<file path="src/rtl/mar_mem_ctrl.sv">
// Memory address register with a req/ack memory sequencer.
// Loads or steps the address while idle, runs one memory transaction at a time, and flags range/timeout faults.
module mar_mem_ctrl #(
    parameter int DATA_W    = 32,
    parameter int ADDR_W    = 9,
    parameter int MEM_DEPTH = 512,
    parameter int STRIDE    = 1,
    parameter int AUTO_INC  = 0,
    parameter int TIMEOUT   = 15
) (
    input  logic              clk,
    input  logic              Clear,
    input  logic              MARIn,
    input  logic              IncIn,
    input  logic [DATA_W-1:0] BusMuxOut,
    input  logic              Read,
    input  logic              Write,
    input  logic              mem_ack,
    output logic [ADDR_W-1:0] Address,
    output logic              mem_req,
    output logic              mem_we,
    output logic              busy,
    output logic              done,
    output logic              fault
);

    localparam int TMR_W = $clog2(TIMEOUT + 1);

    localparam logic [ADDR_W:0]   STRIDE_E    = (ADDR_W + 1)'(STRIDE);
    localparam logic [ADDR_W:0]   DEPTH_E     = (ADDR_W + 1)'(MEM_DEPTH);
    localparam logic [DATA_W:0]   DEPTH_BUS   = (DATA_W + 1)'(MEM_DEPTH);
    localparam logic [TMR_W-1:0]  TIMEOUT_T   = TMR_W'(TIMEOUT);
    localparam logic [TMR_W-1:0]  TMR_ONE     = TMR_W'(1);
    localparam bit                AUTO_INC_EN = (AUTO_INC != 0);

    typedef enum logic [1:0] {
        IDLE = 2'd0,
        REQ  = 2'd1,
        DONE = 2'd2
    } state_t;

    state_t            state_q, state_d;
    logic [ADDR_W-1:0] addr_q, addr_d;
    logic              mem_req_q, mem_req_d;
    logic              mem_we_q, mem_we_d;
    logic              busy_q, busy_d;
    logic              done_q, done_d;
    logic              fault_q, fault_d;
    logic [TMR_W-1:0]  timer_q, timer_d;
    logic              ack_exit_q, ack_exit_d;

    logic              load_oor_s;
    logic              start_conflict_s;

    // The sum is one bit wider than the address so the step never overflows before the modulo.
    function automatic logic [ADDR_W-1:0] inc_wrap(input logic [ADDR_W-1:0] a);
        logic [ADDR_W:0] sum;
        sum      = {1'b0, a} + STRIDE_E;
        inc_wrap = ADDR_W'(sum % DEPTH_E);
    endfunction

    assign load_oor_s       = MARIn && ({1'b0, BusMuxOut} >= DEPTH_BUS);
    assign start_conflict_s = Read && Write;

    // Next-state and registered-output computation for the transaction sequencer.
    always_comb begin
        state_d    = state_q;
        addr_d     = addr_q;
        mem_req_d  = mem_req_q;
        mem_we_d   = mem_we_q;
        busy_d     = busy_q;
        done_d     = 1'b0;
        fault_d    = fault_q;
        timer_d    = timer_q;
        ack_exit_d = ack_exit_q;

        case (state_q)
            IDLE: begin
                if (MARIn) begin
                    addr_d = BusMuxOut[ADDR_W-1:0];
                end else if (IncIn) begin
                    addr_d = inc_wrap(addr_q);
                end else begin
                    addr_d = addr_q;
                end

                fault_d = fault_q | load_oor_s | start_conflict_s;

                if (start_conflict_s) begin
                    state_d = IDLE;
                end else if (Read || Write) begin
                    state_d    = REQ;
                    mem_req_d  = 1'b1;
                    mem_we_d   = Write;
                    busy_d     = 1'b1;
                    timer_d    = '0;
                    ack_exit_d = 1'b0;
                end else begin
                    state_d = IDLE;
                end
            end

            REQ: begin
                if (mem_ack) begin
                    state_d    = DONE;
                    mem_req_d  = 1'b0;
                    done_d     = 1'b1;
                    ack_exit_d = 1'b1;
                end else if (timer_q == TIMEOUT_T) begin
                    state_d    = DONE;
                    mem_req_d  = 1'b0;
                    done_d     = 1'b1;
                    fault_d    = 1'b1;
                    ack_exit_d = 1'b0;
                end else begin
                    timer_d = timer_q + TMR_ONE;
                end
            end

            DONE: begin
                state_d  = IDLE;
                busy_d   = 1'b0;
                mem_we_d = 1'b0;
                // A timed-out transaction leaves the address where it was.
                if (AUTO_INC_EN && ack_exit_q) begin
                    addr_d = inc_wrap(addr_q);
                end else begin
                    addr_d = addr_q;
                end
            end

            default: begin
                state_d   = IDLE;
                mem_req_d = 1'b0;
                mem_we_d  = 1'b0;
                busy_d    = 1'b0;
                timer_d   = '0;
            end
        endcase
    end

    // State and output registers; Clear drops everything, including an in-flight request, at once.
    always_ff @(posedge clk or posedge Clear) begin
        if (Clear) begin
            state_q    <= IDLE;
            addr_q     <= '0;
            mem_req_q  <= 1'b0;
            mem_we_q   <= 1'b0;
            busy_q     <= 1'b0;
            done_q     <= 1'b0;
            fault_q    <= 1'b0;
            timer_q    <= '0;
            ack_exit_q <= 1'b0;
        end else begin
            state_q    <= state_d;
            addr_q     <= addr_d;
            mem_req_q  <= mem_req_d;
            mem_we_q   <= mem_we_d;
            busy_q     <= busy_d;
            done_q     <= done_d;
            fault_q    <= fault_d;
            timer_q    <= timer_d;
            ack_exit_q <= ack_exit_d;
        end
    end

    assign Address = addr_q;
    assign mem_req = mem_req_q;
    assign mem_we  = mem_we_q;
    assign busy    = busy_q;
    assign done    = done_q;
    assign fault   = fault_q;

endmodule

</file>
<file path="config.mk">
export PLATFORM = sky130hd
export DESIGN_NAME = mar_mem_ctrl
export DESIGN_NICKNAME = d
export VERILOG_FILES = /design/src/rtl/mar_mem_ctrl.sv
export SDC_FILE = /design/constraint.sdc
export NUM_CORES = 1
export LEC_CHECK = 0
export ABC_AREA = 0
export BUFFER_PORTS_ARGS = -buffer_cell sky130_fd_sc_hd__buf_2
export CORE_ASPECT_RATIO = 1.5
export CORE_MARGIN = 1.5
export CORE_UTILIZATION = 47
export DETAILED_ROUTE_END_ITERATION = 8
export GPL_ROUTABILITY_DRIVEN = 0
export MAX_ROUTING_LAYER = met4
export PLACE_DENSITY = 0.77
export SYNTH_ARGS = -nofsm -noshare
export SYNTH_HDL_FRONTEND = slang
export SYNTH_SLANG_ARGS = --single-unit
</file>
<file path="constraint.sdc">
create_clock -name clk -period 1.6 [get_ports clk]
set_input_delay 0.16 -clock clk [delete_from_list [all_inputs] [get_ports clk]]
set_output_delay 0.16 -clock clk [all_outputs]
set_load 0.005 [all_outputs]
</file>
==> flow_metrics.env <==
export IMPL_worstSetupEndpointType="register"
export IMPL_yosys_warnings=0
export IMPL_detailed_route_wire_length_per_cell_um=13.2
export IMPL_ioPinCount=53
export IMPL_ant_nets=0
export IMPL_ctsResizeCount=0
export IMPL_layout_core_utilization=0.622
export IMPL_synthTopCellsByArea="dfrtp_1 (41%), o21ai_0 (5.8%), a21oi_1 (5.0%), ha_1 (4.1%), mux2i_1 (4.1%)"
export IMPL_timing_worst_slew_pin_value_ns=0.496
export IMPL_finalSetupViolations=0
export IMPL_met2_wirelength_um=1410
export IMPL_static_leakage_power_nw=0.737
export IMPL_cts_buffers=3
export IMPL_gr_usage_all_layers=0.214
export IMPL_cp_cell_sequence="ha_1 -> and3_1 -> a31o_2 -> a21oi_1 -> a21oi_1"
export IMPL_net_count_after_synthesis=169
export IMPL_drv_max_cap_violation_count=0
export IMPL_yosys_register_bits=20
export IMPL_holdWs_ns=0.143
export IMPL_power_total_mw=1.86
export IMPL_timing_rr_start="Address[0]"
export IMPL_placeableCoreArea_um2=2450
export IMPL_route_vias_total=1140
export IMPL_tritoncts_num_sinks=20
export IMPL_die_w_um=44.4
export IMPL_highest_signal_layer="met4"
export IMPL_num_rows=22
export IMPL_async_s_r_ff_share_synth=1.00
export IMPL_h_tree_level_count=1
export IMPL_fin_crit_ns=1.50
export IMPL_route_layer_met1_wl_um=1070
export IMPL_critical_path_required_ns=1.78
export IMPL_synth_edf_count=0
export IMPL_fp_dieH_um=65.1
export IMPL_detail_route_first_pass_iterations=6
export IMPL_global_route_wire_length_before_repair_um=4560
export IMPL_clk_insertion_delay_late_ns=0.30
export IMPL_synth_seq_area_share=0.414
export IMPL_slew_headroom=0.670
export IMPL_criticalPathCategory="reg2reg"
export IMPL_leading_cell_types_in_the_layout_fill_and_taps_excluded="buf_2 (52), dfrtp_1 (20), o21ai_0 (14), a21oi_1 (12), nor2_1 (11)"
export IMPL_vias_in_the_first_global_route=1136
export IMPL_critical_path_reg2reg_endpoint="Address[6]"
export IMPL_final_net_count=223
export IMPL_timing_reg2reg_setup_slack_ns=0.10
export IMPL_drc=0
export IMPL_clk_pin_slew_ns=0.12
export IMPL_cts_post_setup_buffers_inserted=0
export IMPL_cp_endpoint="Address[6]"
export IMPL_syn_area_um2=1210
export IMPL_clock_tree_from_tritoncts="done"
export IMPL_floorplan_initialDensity=0.494
export IMPL_critPathMaxFanout=6
export IMPL_share_of_cells_above_drive_strength_1=0.369
export IMPL_worst_clock_skew_ns=0.00892
export IMPL_dominantRegCellSynth="dfrtp_1"
export IMPL_cp_slowest_cell="dfrtp_1"
export IMPL_power_per_cell_area_nw_per_um2=1220
export IMPL_holdBufCountCts=1
export IMPL_holdCritPathClass="in2reg"
export IMPL_port_buffers=52
export IMPL_drt_iter0_drc=24
export IMPL_finalHoldViolations=0
export IMPL_reg2regPathDepth=5
export IMPL_vdd_drop_max_uv=652
export IMPL_met3_wirelength_um=176
export IMPL_critPathMostFrequentCell="a21oi_1"
export IMPL_totalNegativeSetupSlack_ns=0
export IMPL_cts_path_max_buffers=2
export IMPL_cells_after_synth=126
export IMPL_postSynthAreaPerCell_um2=9.60
export IMPL_crit_path_max_incr_delay_ns=0.44
export IMPL_outcome="finished, final reports clean"
export IMPL_largest_net_degree_at_the_start_of_global_routing=21
export IMPL_antennaDiodeCount=0
export IMPL_finalWirelength_um=2680
export IMPL_area_growth_synth_to_final_pct=26.0
export IMPL_critical_path_startpoint="Address[0]"
export IMPL_maxClockFrequency_mhz=668
export IMPL_maxSlewViolCount=0
export IMPL_layout_commonest_cell="buf_2"
export IMPL_synth_top_cell_by_area="dfrtp_1"
export IMPL_rsz0062_at_grt="false"
export IMPL_synth_distinct_cells=38
export IMPL_final_period_util=0.935
export IMPL_clock_tree_root_cell="clkbuf_4"
export IMPL_synth_top_cell_area_share=0.414
export IMPL_vias_per_cell=5.62
export IMPL_timing_critical_path_from_type="register"
export IMPL_antenna_violations_before_repair=0
export IMPL_global_route_overflow_total=0
export IMPL_die_area_um2=2890
export IMPL_dpl_hpwl_um=2140
export IMPL_worst_endpoint_arrival_ns=1.68
[power breakdown]
part	total (mW)	leakage [nW]	internal [mW]	switching, mW
Sequential	0.835	0.240	0.659	0.177
Combinational	0.610	0.469	0.312	0.298
Clock	0.412	0.0279	0.253	0.159
[stage by stage]
stage                     worst slack (ns)  area [um^2]  instances
after floorplan                      0.145         1210        126
after global placement               0.149         1460        198
after detailed placement             0.113         1460        198
after CTS                           0.0997         1520        203
after global routing               0.00853         1520        203
final                                0.104         1520        203
[routing by layer]
metal | track usage | vias to the layer above
li1 | - | 574
met4 | 0.0795 | 0
met2 | 0.379 | 56
met3 | 0.0302 | 2
met1 | 0.237 | 508
met5 | - | -
[cell usage after synthesis, types with 3 or more instances]
cell / instances
a21oi_1: 12
inv_1: 6
nor4_1: 6
o21ai_0: 14
buf_6: 3
nor2_1: 11
mux2i_1: 5
ha_1: 4
and4_1: 3
nand3_1: 5
dfrtp_1: 20
nand2_1: 4
[critical path: cells and delay by family, from the launching register on]
kind,cells,cell delay (ns)
fa+ha+maj,1,0.24
simple gates,1,0.25
flops,1,0.44
compound gates,3,0.45
[cell families (layout without fill, tap and decap cells)]
logic type / count (synthesis) / count (layout) / share of synthesized area
AOI/OAI and AO/OA: 42 / 42 / 0.225
and+or+nand+nor: 41 / 41 / 0.205
DFF: 20 / 20 / 0.414
buffers and inverters: 13 / 66 / 0.0662
muxes: 5 / 5 / 0.0414
adders and majority gates: 4 / 4 / 0.0414
xor gates and xnor gates: 1 / 1 / 0.00724
[sequential cells by signal, summed over array words and instances (netlist names)]
signal / cells
done: 1
fault: 1
timer_q: 4
busy: 1
mem_we: 1
mem_req: 1
state_q: 2
Address: 9
[how the worst min path moves through the flow]
stage | startpoint | endpoint | cells after the start
6_report | Write | mem_we | 3
5_1_grt | Write | mem_we | 3
4_1_cts | Write | mem_we | 3
3_5_place_dp | Clear | Address[7] | 3
3_3_place_gp | Clear | Address[7] | 3
2_1_floorplan | Clear | Address[0] | 1
[cell type report]
type                            count  area [um^2]
Clock inverter                      1         30.0
Fill cell                         211          926
Timing Repair Buffer               55          285
Tap cell                           24         30.0
Multi-Input combinational cell     93          629
Sequential cell                    20          500
Inverter                            7         26.3
Clock buffer                        3         22.5
No activity file was read; power rests on OpenSTA's default activity.
